===== src/rtl/io_channel_host_if.sv =====
// Host-side bus for io_channel_host: load/expect channels, the machine's
// input request/response channel, output capture and the check result.
interface io_channel_host_if #(
    parameter int WIDTH = 12,
    parameter int NIN   = 3,
    parameter int NOUT  = 9
);
    localparam int CW = $clog2(((NIN > NOUT) ? NIN : NOUT) + 1);

    // load phase
    logic             load_valid;
    logic [WIDTH-1:0] load_data;
    logic             exp_valid;
    logic [WIDTH-1:0] exp_data;
    logic             start;

    // machine input channel
    logic             in_req;
    logic             in_valid;
    logic [WIDTH-1:0] in_data;
    logic [CW-1:0]    in_size;

    // machine output channel and end of run
    logic             out_valid;
    logic [WIDTH-1:0] out_data;
    logic             finish;

    // check result
    logic             done;
    logic             success;
    logic [CW-1:0]    mismatch_index;

    // Host / machine side: drives the requests, observes the responses.
    modport master (
        output load_valid, load_data, exp_valid, exp_data, start,
        output in_req, out_valid, out_data, finish,
        input  in_valid, in_data, in_size, done, success, mismatch_index
    );

    // io_channel_host side.
    modport slave (
        input  load_valid, load_data, exp_valid, exp_data, start,
        input  in_req, out_valid, out_data, finish,
        output in_valid, in_data, in_size, done, success, mismatch_index
    );
endinterface


===== src/rtl/io_channel_host.sv =====
// io_channel_host: feeds a machine under test from a preloaded input
// channel, captures the words it emits, then walks the capture against a
// preloaded expected table one index per cycle and reports the outcome.
module io_channel_host #(
    parameter int WIDTH = 12,
    parameter int NIN   = 3,
    parameter int NOUT  = 9
) (
    input  logic             clock,
    input  logic             reset,
    io_channel_host_if.slave bus
);
    localparam int CW = $clog2(((NIN > NOUT) ? NIN : NOUT) + 1);
    localparam int IW = (NIN > 1) ? $clog2(NIN) : 1;
    localparam int OW = (NOUT > 1) ? $clog2(NOUT) : 1;

    localparam logic [CW-1:0] C_NIN  = CW'(NIN);
    localparam logic [CW-1:0] C_NOUT = CW'(NOUT);
    localparam logic [CW-1:0] C_LAST = CW'(NOUT - 1);
    localparam logic [CW-1:0] C_ONE  = CW'(1);
    localparam logic [CW-1:0] C_SAT  = {CW{1'b1}};

    typedef enum logic [1:0] {
        S_LOAD  = 2'd0,
        S_RUN   = 2'd1,
        S_CHECK = 2'd2,
        S_DONE  = 2'd3
    } state_t;

    // Output-word counter: saturates so a runaway machine cannot wrap it
    // back into agreement with the expected count.
    function automatic logic [CW-1:0] sat_inc(input logic [CW-1:0] v);
        return (v == C_SAT) ? v : v + C_ONE;
    endfunction

    state_t r_state;
    state_t w_state_nxt;

    // storage (never reset: every read is qualified by a count that is)
    logic [WIDTH-1:0] r_in_mem  [NIN];
    logic [WIDTH-1:0] r_exp_mem [NOUT];
    logic [WIDTH-1:0] r_out_mem [NOUT];

    // control / status registers
    logic [CW-1:0]    r_load_cnt;
    logic [CW-1:0]    r_exp_cnt;
    logic [CW-1:0]    r_in_pos;
    logic [CW-1:0]    r_in_size;
    logic             r_in_valid;
    logic [WIDTH-1:0] r_in_data;
    logic             r_underflow;
    logic [CW-1:0]    r_out_pos;
    logic [CW-1:0]    r_out_cnt;
    logic [CW-1:0]    r_chk_idx;
    logic [CW-1:0]    r_mismatch_index;
    logic             r_done;
    logic             r_success;

    // per-cycle strobes
    logic             w_load_we;
    logic             w_exp_we;
    logic             w_start_go;
    logic             w_in_take;
    logic             w_in_under;
    logic             w_out_we;
    logic             w_chk_en;
    logic             w_last_idx;
    logic             w_chk_fail;
    logic [CW-1:0]    w_load_cnt_nxt;
    logic [CW-1:0]    w_mm_final;

    // State register; reset aborts any phase back to LOAD.
    always_ff @(posedge clock) begin
        if (reset) r_state <= S_LOAD;
        else       r_state <= w_state_nxt;
    end

    // Next-state and per-state strobes; inputs outside their state are dropped here.
    always_comb begin
        w_state_nxt = r_state;
        w_load_we   = 1'b0;
        w_exp_we    = 1'b0;
        w_start_go  = 1'b0;
        w_in_take   = 1'b0;
        w_in_under  = 1'b0;
        w_out_we    = 1'b0;
        w_chk_en    = 1'b0;
        case (r_state)
            S_LOAD: begin
                w_load_we  = bus.load_valid && (r_load_cnt != C_NIN);
                w_exp_we   = bus.exp_valid && (r_exp_cnt != C_NOUT);
                w_start_go = bus.start;
                if (bus.start) w_state_nxt = S_RUN;
            end
            S_RUN: begin
                w_in_take  = bus.in_req && (r_in_size != '0);
                w_in_under = bus.in_req && (r_in_size == '0);
                // a word arriving with finish is still captured
                w_out_we   = bus.out_valid;
                if (bus.finish) w_state_nxt = S_CHECK;
            end
            S_CHECK: begin
                w_chk_en = 1'b1;
                if (w_last_idx) w_state_nxt = S_DONE;
            end
            S_DONE: begin
                w_state_nxt = S_DONE;
            end
            default: begin
                w_state_nxt = S_LOAD;
            end
        endcase
    end

    assign w_load_cnt_nxt = w_load_we ? (r_load_cnt + C_ONE) : r_load_cnt;
    assign w_last_idx     = (r_chk_idx == C_LAST);

    // Only indices covered by the expected table are checked; a missing
    // output word (count too small) fails the same as a wrong one.
    assign w_chk_fail = (r_chk_idx < r_exp_cnt) &&
                        ((r_out_cnt <= r_chk_idx) ||
                         (r_out_mem[r_chk_idx[OW-1:0]] != r_exp_mem[r_chk_idx[OW-1:0]]));

    // First failure seen including the current index, used when leaving CHECK.
    assign w_mm_final = ((r_mismatch_index == C_NOUT) && w_chk_fail) ? r_chk_idx
                                                                      : r_mismatch_index;

    // Load-phase counters for the input channel and the expected table.
    always_ff @(posedge clock) begin
        if (reset) begin
            r_load_cnt <= '0;
            r_exp_cnt  <= '0;
        end else begin
            r_load_cnt <= w_load_cnt_nxt;
            if (w_exp_we) r_exp_cnt <= r_exp_cnt + C_ONE;
        end
    end

    // Memory writes: input channel, expected table, output capture.
    always_ff @(posedge clock) begin
        if (w_load_we) r_in_mem[r_load_cnt[IW-1:0]] <= bus.load_data;
        if (w_exp_we)  r_exp_mem[r_exp_cnt[OW-1:0]] <= bus.exp_data;
        if (w_out_we)  r_out_mem[r_out_pos[OW-1:0]] <= bus.out_data;
    end

    // Input channel: one-cycle response to each request, words-remaining count.
    always_ff @(posedge clock) begin
        if (reset) begin
            r_in_pos    <= '0;
            r_in_size   <= '0;
            r_in_valid  <= 1'b0;
            r_in_data   <= '0;
            r_underflow <= 1'b0;
        end else begin
            r_in_valid <= 1'b0;
            // in_pos is still zero here, so remaining = everything loaded
            if (w_start_go) r_in_size <= w_load_cnt_nxt;
            if (w_in_take) begin
                r_in_valid <= 1'b1;
                r_in_data  <= r_in_mem[r_in_pos[IW-1:0]];
                r_in_pos   <= r_in_pos + C_ONE;
                r_in_size  <= r_in_size - C_ONE;
            end
            if (w_in_under) r_underflow <= 1'b1;
        end
    end

    // Output capture: circular write pointer, saturating word count.
    always_ff @(posedge clock) begin
        if (reset) begin
            r_out_pos <= '0;
            r_out_cnt <= '0;
        end else if (w_out_we) begin
            r_out_pos <= (r_out_pos == C_LAST) ? '0 : (r_out_pos + C_ONE);
            r_out_cnt <= sat_inc(r_out_cnt);
        end
    end

    // Check walk: one index per cycle, latch first failure, publish verdict.
    always_ff @(posedge clock) begin
        if (reset) begin
            r_chk_idx        <= '0;
            r_mismatch_index <= C_NOUT;
            r_done           <= 1'b0;
            r_success        <= 1'b0;
        end else if (w_chk_en) begin
            r_chk_idx        <= r_chk_idx + C_ONE;
            r_mismatch_index <= w_mm_final;
            if (w_last_idx) begin
                r_done    <= 1'b1;
                r_success <= (w_mm_final == C_NOUT) && !r_underflow &&
                             (r_out_cnt == r_exp_cnt);
            end
        end
    end

    assign bus.in_valid       = r_in_valid;
    assign bus.in_data        = r_in_data;
    assign bus.in_size        = r_in_size;
    assign bus.done           = r_done;
    assign bus.success        = r_success;
    assign bus.mismatch_index = r_mismatch_index;

endmodule


===== src/flat_wrapper.sv =====
// flat-port wrapper written by rule: the top's interface ports become plain ports
module io_channel_host_flat 
#(
    parameter int WIDTH = 12,
    parameter int NIN   = 3,
    parameter int NOUT  = 9
)
  (clock, reset, bus_load_valid, bus_load_data, bus_exp_valid, bus_exp_data, bus_start, bus_in_req, bus_out_valid, bus_out_data, bus_finish, bus_in_valid, bus_in_data, bus_in_size, bus_done, bus_success, bus_mismatch_index);
  io_channel_host_if #(.WIDTH(WIDTH), .NIN(NIN), .NOUT(NOUT)) bus_i ();
  input  logic clock;
  input  logic reset;
  input wire logic [$bits(bus_i.load_valid)-1:0] bus_load_valid;
  input wire logic [$bits(bus_i.load_data)-1:0] bus_load_data;
  input wire logic [$bits(bus_i.exp_valid)-1:0] bus_exp_valid;
  input wire logic [$bits(bus_i.exp_data)-1:0] bus_exp_data;
  input wire logic [$bits(bus_i.start)-1:0] bus_start;
  input wire logic [$bits(bus_i.in_req)-1:0] bus_in_req;
  input wire logic [$bits(bus_i.out_valid)-1:0] bus_out_valid;
  input wire logic [$bits(bus_i.out_data)-1:0] bus_out_data;
  input wire logic [$bits(bus_i.finish)-1:0] bus_finish;
  output wire logic [$bits(bus_i.in_valid)-1:0] bus_in_valid;
  output wire logic [$bits(bus_i.in_data)-1:0] bus_in_data;
  output wire logic [$bits(bus_i.in_size)-1:0] bus_in_size;
  output wire logic [$bits(bus_i.done)-1:0] bus_done;
  output wire logic [$bits(bus_i.success)-1:0] bus_success;
  output wire logic [$bits(bus_i.mismatch_index)-1:0] bus_mismatch_index;
  assign bus_i.load_valid = bus_load_valid;
  assign bus_i.load_data = bus_load_data;
  assign bus_i.exp_valid = bus_exp_valid;
  assign bus_i.exp_data = bus_exp_data;
  assign bus_i.start = bus_start;
  assign bus_i.in_req = bus_in_req;
  assign bus_i.out_valid = bus_out_valid;
  assign bus_i.out_data = bus_out_data;
  assign bus_i.finish = bus_finish;
  assign bus_in_valid = bus_i.in_valid;
  assign bus_in_data = bus_i.in_data;
  assign bus_in_size = bus_i.in_size;
  assign bus_done = bus_i.done;
  assign bus_success = bus_i.success;
  assign bus_mismatch_index = bus_i.mismatch_index;
  io_channel_host #(.WIDTH(WIDTH), .NIN(NIN), .NOUT(NOUT)) u_core (.clock(clock), .reset(reset), .bus(bus_i));
endmodule

===== config.mk =====
export PLATFORM = sky130hd
export DESIGN_NAME = io_channel_host_flat
export DESIGN_NICKNAME = d
export VERILOG_FILES = /design/src/rtl/io_channel_host_if.sv /design/src/rtl/io_channel_host.sv /design/src/flat_wrapper.sv
export SDC_FILE = /design/constraint.sdc
export NUM_CORES = 1
export LEC_CHECK = 0
export BUFFER_PORTS_ARGS = -buffer_cell sky130_fd_sc_hd__buf_4
export CORE_UTILIZATION = 60
export DETAILED_ROUTE_END_ITERATION = 7
export GPL_ROUTABILITY_DRIVEN = 0
export PLACE_DENSITY = 0.76
export SETUP_SLACK_MARGIN = 0.05
export SLEW_MARGIN = 20
export SYNTH_ARGS = -nofsm -noshare
export SYNTH_HDL_FRONTEND = slang
export SYNTH_SLANG_ARGS = --single-unit

===== constraint.sdc =====
create_clock -name clock -period 4.1 [get_ports clock]
set_clock_uncertainty 0.1 [all_clocks]
set_input_delay 0.615 -clock clock [delete_from_list [all_inputs] [get_ports clock]]
set_output_delay 0.615 -clock clock [all_outputs]
set_load 0.01 [all_outputs]

After elaboration in Yosys (flattened, before gate mapping). Memory sizes are Yosys's and may differ from the RTL's. A register that Yosys moved wholly into a read port is not among the register bits. Index checks and enable logic that the tools add are counted. W data, S select, Z words.

Reduce and logical (&&, ||, !) cells: 17. Equality and inequality tests: 15. $add $sub $neg: 7. Bitwise gates (word level): 1. Mux-type cells: 27. $lt $le $gt $ge: 2.

Operators with widths (number): $mux W4 (9); $add A4 B1 Y4 const B (6); $eq A4 B4 Y1 const B (5); $mux W1 (14); $ne A12 B12 Y1 (1); $logic_and A1 B1 Y1 (8); $pmux W2 S4 (1); $mux W2 (3); $eq A2 B2 Y1 const B (2); $eq A4 B4 Y1 (1); $le A4 B4 Y1 (1); $logic_not A4 Y1 (1); $lt A4 B4 Y1 (1); $ne A2 B2 Y1 const B (2); $ne A4 B2 Y1 const B (1); $ne A4 B4 Y1 const B (1); $reduce_and A2 Y1 (2); $reduce_bool A4 Y1 (1); $sub A4 B1 Y4 const B (1); $reduce_and A3 Y1 (1); $eq A2 B1 Y1 const B (1); $logic_not A2 Y1 (1); $ne A2 B1 Y1 const B (1); $reduce_bool A2 Y1 (1); other kinds (3) (3).

RAM bits: 252. Register bits after elaboration: 38. Memories kept: 3. Output and inout bits: 23. Input port bits: 44.

Memories: u_core.r_exp_mem (words 9, width 12, rd ports 1, clocked after Yosys merged registers in 1, write ports 1, RTL line io_channel_host.sv:41) `logic [WIDTH-1:0] r_exp_mem [NOUT];`; u_core.r_out_mem (words 9, width 12, rd ports 1, clocked after Yosys merged registers in 1, write ports 1, RTL line io_channel_host.sv:42) `logic [WIDTH-1:0] r_out_mem [NOUT];`; u_core.r_in_mem (words 3, width 12, rd ports 1, clocked after Yosys merged registers in 1, write ports 1, RTL line io_channel_host.sv:40) `logic [WIDTH-1:0] r_in_mem [NIN];`.

Longest topological paths before layout. Gate-level depths: netlist of run 1.

Depth in word-level cells: 8. Gate-level depth with buffers: 12. Mapped depth without buffers: 10.

Worst setup path before layout of run 1. No wires, ideal clock.

Path type: register to register. From: register with a tool-made name. To: register u_core.r_mismatch_index[1] (netlist: u_core.bus.mismatch_index[1]). Arrival: 2.641 ns. Clock period less this slack: 2.857 ns. Slack: 1.243 ns. Cell stages (with the launch flop): 10. Path through: dfxtp_1 buf_6 mux4_1 mux2i_1 xnor2_2 nand3_1 o31a_1 or4_1 o2111a_1 a22o_1.

RTL lines: end signal, assigned (RTL line io_channel_host.sv:188) `r_mismatch_index <= w_mm_final;`; end, declared (RTL line io_channel_host.sv:55) `logic [CW-1:0] r_mismatch_index;`.

==> metrics, run 1 <==
row count=51; share of layout cells above drive strength 1=roughly a fifth; FF-to-FF setup slack=0.60 ns; Max Cap Viol=0; post-synthesis instance area=approximately 0.012 mm^2; DR vias=approximately 6,600; final hold viol count=0; most frequent cells in the layout=edfxtp_1, buf_4, nand2_1, dfxtp_1, mux4_2; Die Area=0.02083 mm^2; syn_area_per_cell=between 15 and 20 um^2; initial core utilization=a little over 60%; CP Capture Point=u_core.bus.mismatch_index[2]; grt total ovfl=0; CTS Buf Count=30; WP data required=4.42 ns; DR iter-0 viols=between 500 and 600; synthesized netlist cell count=744; Global Route Usage Sum=between 20% and 30%; Filler Cell Count=about 1,300; Setup violations, final=0; Pleak=~0.0046 uW; vias in the first global route=about 6,900; setup ws final=0.6018 ns; CTS tree=yes; H-tree levels=1; placed cell area=around 0.013 mm^2; Tcrit/Tclk final=between 80 and 90%; Die Y=between 100 and 150 um; first-pass GRT wire length=between 30 and 40 mm; share of the synthesized area in the top cell type=62.25%; DRC viols=0; status=finished clean; synthesized flop and latch total=around 300; Yosys Warn Count=0; fmax=around 290 MHz; Slew HR=between 40% and 50%; ys async rst share=0%; HPWL Detailed=roughly 16 mm; ys flop type=edfxtp_1; PD cells=471.2 mW/mm^2; Antenna Nets Post-Route=0; largest net degree at the start of global routing=48; clock sinks=~300; core area=0.01965 mm^2; Seq/Total Area, Yosys=a little over two thirds; post-CTS sizing=0; Worst R2R End=u_core.bus.mismatch_index[2]; Area contributors post-synth=edfxtp_1, dfxtp_1, mux4_2, ha_1, xnor2_1; Slew @ Worst Pin=~0.84 ns; Critical Path AT=roughly 3.8 ns; Critical Path Sink Type=flop; antenna violations before repair=0; worst vdd ir=~0.35 mV; Hold Slack=approximately 0.17 ns; post-synth cell types=50; Hold Crit Class=in2reg; EDFF count, synth=roughly 250; post-CTS setup buffers=0; clock-pin slew of the registers on the worst-case setup and hold paths=~0.060 ns; Nets=a little under 900; Horiz. Die Dim=between 100 and 150 um; Synth Net Count=811; DRT Wirelength=around 25 mm; total chip power=approximately 6500 uW; Synth area leader=edfxtp_1; Place WS=0.6790 ns; type of origin of the critical path=flop; worst-skew pair later-pin latency=0.54 ns; Post-CTS Hold Buffers=0; Area Growth Syn to Fin=14.13%; Root Buffer=clkbuf_16; Final Slew Violations=0; port bufs=66; setup_tns=0 ns; WL per Instance=around 22 um; commonest non-fill, non-tap cell in the layout=edfxtp_1; fin area=0.01387 mm^2; # IOs=67; Clock Path Buffers=3; Max FO, Critical Path=16; R2R depth=8; min Tclk post-route=3.498 ns; RSZ-0062 raised after global routing=no; Setup CP Type=reg2reg; diode count=0; Vias/cell=slightly below 6; Initial DRT Pass Iterations=6
-- cells in the mapped netlist (all sizes together), types with 2 or more instances --
cell    instances
o21ai          25
nand2          62
dfxtp          52
ha             23
a31oi           3
o21a            2
nor2b           5
nand4           7
a21oi          22
a211oi          3
nor3b           3
or3             3
nand2b          3
mux4           46
nor2           42
clkbuf         15
nand3           9
buf            13
nor4            4
xor2           26
inv            18
a22o            2
xnor2          29
o211ai          2
nor3            9
edfxtp        252
a221oi          3
and2           23
mux2i          24
-- cell type report --
class	instances	area, um^2	share of cell area, %
flip-flops and latches	304	8611	62.06
multi-input cells	394	3326	23.97
clock buffers	46	862.1	6.213
repair buffers	74	555.5	4.004
well taps	265	331.6	2.390
clock inverters	9	121.4	0.8747
inverters	18	67.56	0.4870
-- critical path, stage by stage, from the launching register on --
cell,delay (ns)
dfxtp_2,0.59
buf_4,0.38
mux4_2,0.58
mux2i_1,0.18
o211ai_1,0.14
o31a_1,0.30
or4_1,0.60
o2111a_1,0.32
a22o_1,0.19
-- metal layers --
metal	part of all wire, %	global-route usage, %
met5	0	0
met4	2.6	7.978
met3	6.1	3.775
met2	51	42.79
met1	40	33.44
-- metrics by stage --
stage          utilization, %  std cells
3_5_place_dp            65.59       1055
4_1_cts                 70.59       1110
6_report                70.59       1110
2_1_floorplan               -        744
3_3_place_gp            65.56       1055
5_1_grt                 70.59       1110
-- state kept, by name, indices dropped and copies added (netlist names), 2 cells and up, named ones only --
name and count:
u_core.r_in_mem 36, u_core.bus.mismatch_index 4, u_core.r_exp_mem 108, u_core.r_state 2, u_core.r_out_mem 108, u_core.r_in_pos 2
u_core.bus.in_data 12, u_core.r_exp_cnt 4, u_core.r_out_cnt 4, u_core.r_chk_idx 4, u_core.r_load_cnt 4, u_core.bus.in_size 4
u_core.r_out_pos 4
-- power breakdown --
part	switching, uW	internal, uW
Sequential	41.9	3410
Combinational	213	156
Clock	1080	1630
Total	1340	5200
-- logic make-up (layout without fill, tap and decap cells) --
group	after synthesis	in the layout	share of synthesized area, %
flip-flops	304	304	70.81
AND/OR/NAND/NOR	175	175	6.762
AO/OA/AOI/OAI	71	71	3.520
multiplexers	70	70	10.59
XOR/XNOR	55	55	4.024
buffers and inverters	46	147	1.925
adder cells (fa/ha/maj)	23	23	2.367
-- worst min path at each step --
| stage | from | endpoint | slack (ns) | cells after the start |
|---|---|---|---|---|
| after floorplan | u_core.r_underflow | u_core.r_underflow | 0.34 | 2 |
| after global placement | u_core.bus.in_data[4] | u_core.bus.in_data[4] | 0.34 | 2 |
| after detailed placement | u_core.bus.in_data[1] | u_core.bus.in_data[1] | 0.35 | 2 |
| after CTS | bus_load_data[1] | u_core.r_in_mem[2][1] | 0.16 | 1 |
| after global routing | bus_load_data[2] | u_core.r_in_mem[1][2] | 0.16 | 1 |
| final | bus_load_data[1] | u_core.r_in_mem[2][1] | 0.17 | 1 |
Note: power is estimated with default switching activity, not from simulation.
==> run 2: changes to the inputs <==
--- a/config.mk
+++ b/config.mk
@@ -6,6 +6,7 @@
 export NUM_CORES = 1
 export LEC_CHECK = 0
 export BUFFER_PORTS_ARGS = -buffer_cell sky130_fd_sc_hd__buf_4
+export CORE_ASPECT_RATIO = 0.8
 export CORE_UTILIZATION = 60
 export DETAILED_ROUTE_END_ITERATION = 7
 export GPL_ROUTABILITY_DRIVEN = 0
==> run 2 against run 1 <==
  * Final area down 0.28%
  * Sequential cell count unchanged
  * Via count up 0.26%
  * Clock-buffer cell count down 3
  * Global-route usage up 0.12 points
  * Combinational power about the same
  * Worst hold slack worse by 0.0087 ns
  * Maximum frequency up 1.3%
  * Clock power down 2%
  * Register-to-register slack better by 0.04 ns
  * Total power down 0.83%
  * Die area about the same
  * Critical endpoint is now u_core.bus.mismatch_index[1]
  * Largest cell class unchanged
  * Highest routed layer unchanged
==> metrics, run 2 (synthesized netlist as in run 1, its figures left out) <==
Net Switching=1335 uW (was 1339 uW); Nets=885 (was 889); Tcrit/Tclk final=84.23% (was 85.32%); Setup violations, final=0 (unchanged); diode count=0 (unchanged); Clk pwr share=41.0% (was 41.5%); DR vias=6,635 (was 6,618); R2R depth=8 (unchanged); setup_tns=0 ns (unchanged); Slew HR=30.72% (was 44.08%); Int Pwr=5148 uW (was 5198 uW); Die Y=129.3 um (was 144.3 um); clock sinks=304 (unchanged); H-tree levels=1 (unchanged); post-CTS sizing=0 (unchanged); Post-CTS Hold Buffers=0 (unchanged); core area=0.01986 mm^2 (was 0.01965 mm^2); RSZ-0062 raised after global routing=no (unchanged); HPWL Detailed=16.14 mm (was 16.06 mm); Hold Slack=0.1641 ns (was 0.1729 ns); Filler Cell Count=1,292 (was 1,288); CTS tree=yes (unchanged); Root Buffer=clkbuf_16 (unchanged); CP Buf/Inv Count=1 (unchanged); Setup CP Type=reg2reg (unchanged); Die Area=0.02084 mm^2 (was 0.02083 mm^2); WP depth=8 (unchanged); Hold Crit Class=in2reg (unchanged); worst vdd ir=0.3697 mV (was 0.3516 mV); CTS Buf Count=29 (was 30); share of layout cells above drive strength 1=19.31% (was 19.05%); Gate power share=5.7% (was 5.6%); Critical Path Sink Type=flop (unchanged); fmax=289.6 MHz (was 285.9 MHz); PD cells=468.6 mW/mm^2 (was 471.2 mW/mm^2); Critical Path AT=3.79 ns (was 3.82 ns); Switching Share=20.60% (was 20.48%); Vias/cell=6.015 (was 5.962); largest net degree at the start of global routing=48 (unchanged); Pleak=0.004542 uW (was 0.004571 uW); grt total ovfl=0 (unchanged); worst-path cell with the longest stage delay=dfxtp_2 (was or4_1); post-CTS setup buffers=0 (unchanged); WP data required=4.43 ns (was 4.42 ns); port bufs=66 (unchanged); Area Growth Syn to Fin=13.81% (was 14.13%); DR iter-0 viols=654 (was 543); final hold viol count=0 (unchanged); Final Slew Violations=0 (unchanged); worst stage delay on the critical path=0.64 ns (was 0.60 ns); Antenna Nets Post-Route=0 (unchanged); Clock Path Buffers=3 (unchanged); status=finished clean (unchanged); cell family with most CP delay=compound AO/OA/AOI/OAI gates (unchanged); most frequent cells in the layout=edfxtp_1, buf_4, nand2_1, dfxtp_1, mux4_2 (unchanged); # IOs=67 (unchanged); Initial DRT Pass Iterations=5 (was 6); worst-path cell chain=buf_4 > mux4_2 > xnor2_1 > o211ai_1 > o31a_1 > or4_1 > o2111a_1 > a22o_1 (was buf_4 > mux4_2 > mux2i_1 > o211ai_1 > o31a_1 > or4_1 > o2111a_1 > a22o_1); vias in the first global route=6,668 (was 6,885); DRT Wirelength=25.34 mm (was 24.78 mm); Horiz. Die Dim=161.1 um (was 144.3 um); initial core utilization=61.22% (was 61.85%); Global Route Usage Sum=25.25% (was 25.13%); Slew @ Worst Pin=1.036 ns (was 0.8376 ns); first-pass GRT wire length=38.62 mm (was 38.04 mm); row count=46 (was 51); type of origin of the critical path=flop (unchanged); WL per Instance=22.98 um (was 22.33 um); setup ws final=0.6466 ns (was 0.6018 ns); worst hold stages=1 (unchanged); worst-skew pair later-pin latency=0.54 ns (about the same); Sequential Power Share=53.3% (was 52.8%); commonest non-fill, non-tap cell in the layout=edfxtp_1 (unchanged); total chip power=6483 uW (was 6537 uW); Max Cap Viol=0 (unchanged); Place WS=0.6941 ns (was 0.6790 ns); antenna violations before repair=0 (unchanged); DRC viols=0 (unchanged); clock-pin slew of the registers on the worst-case setup and hold paths=0.06 ns (about the same); min Tclk post-route=3.453 ns (was 3.498 ns); Max FO, Critical Path=21 (was 16)
-- run 2: cell count changes in the layout (fill, tap and decap cells not counted) --
cell	previous run	this run
buf_4	74	71
clkbuf_1	12	9
clkbuf_16	31	29
clkbuf_8	3	5
clkinv_1	4	2
clkinv_2	0	1
clkinvlp_4	1	2
nor2_1	42	41
nor2_2	0	1
nor3_1	8	7
nor3_4	1	2
-- run 2: power by group through the flow --
stage	logic, uW	registers [uW]	clock network (uW)
2_1_floorplan	231	3500	0
3_3_place_gp	344	3520	0
3_5_place_dp	365	3520	0
4_1_cts	370	3460	2690
5_1_grt	405	3460	2790
6_report	371	3450	2660
-- run 2: path summary, 6_finish.rpt --
path | slack (ns) | to | start
worst min-delay path | 0.16 | u_core.r_in_mem[1][5] | bus_load_data[5]
worst max register to register | 0.65 | u_core.bus.mismatch_index[1] | flop
worst max-delay path | 0.65 | u_core.bus.mismatch_index[1] | flop
worst min register to register | 0.36 | u_core.bus.in_data[1] | u_core.bus.in_data[1]
-- run 2: layout make-up --
cell class	instances	area, um^2	area share [%]
Sequential cell	304	8611	62.24
Multi-Input combinational cell	394	3339	24.14
Clock buffer	43	828.3	5.987
Timing Repair Buffer	71	533.0	3.852
Tap cell	264	330.3	2.387
Clock inverter	9	126.4	0.9134
Inverter	18	67.56	0.4883
-- run 2: stage by stage --
step	utilization [%]	instance area, um^2	std cells
after global placement	64.86	12880	1051
after global routing	69.68	13840	1103
after floorplan	-	12160	744
final	69.68	13840	1103
after detailed placement	64.86	12880	1051
after CTS	69.67	13830	1103
-- run 2: routing by layer --
| metal | routed length (um) | track usage (%) |
|---|---|---|
| met1 | 11030 | 36.86 |
| met2 | 12090 | 41.08 |
| met3 | 1601 | 3.041 |
| met4 | 622 | 6.826 |
| met5 | 0 | 0 |
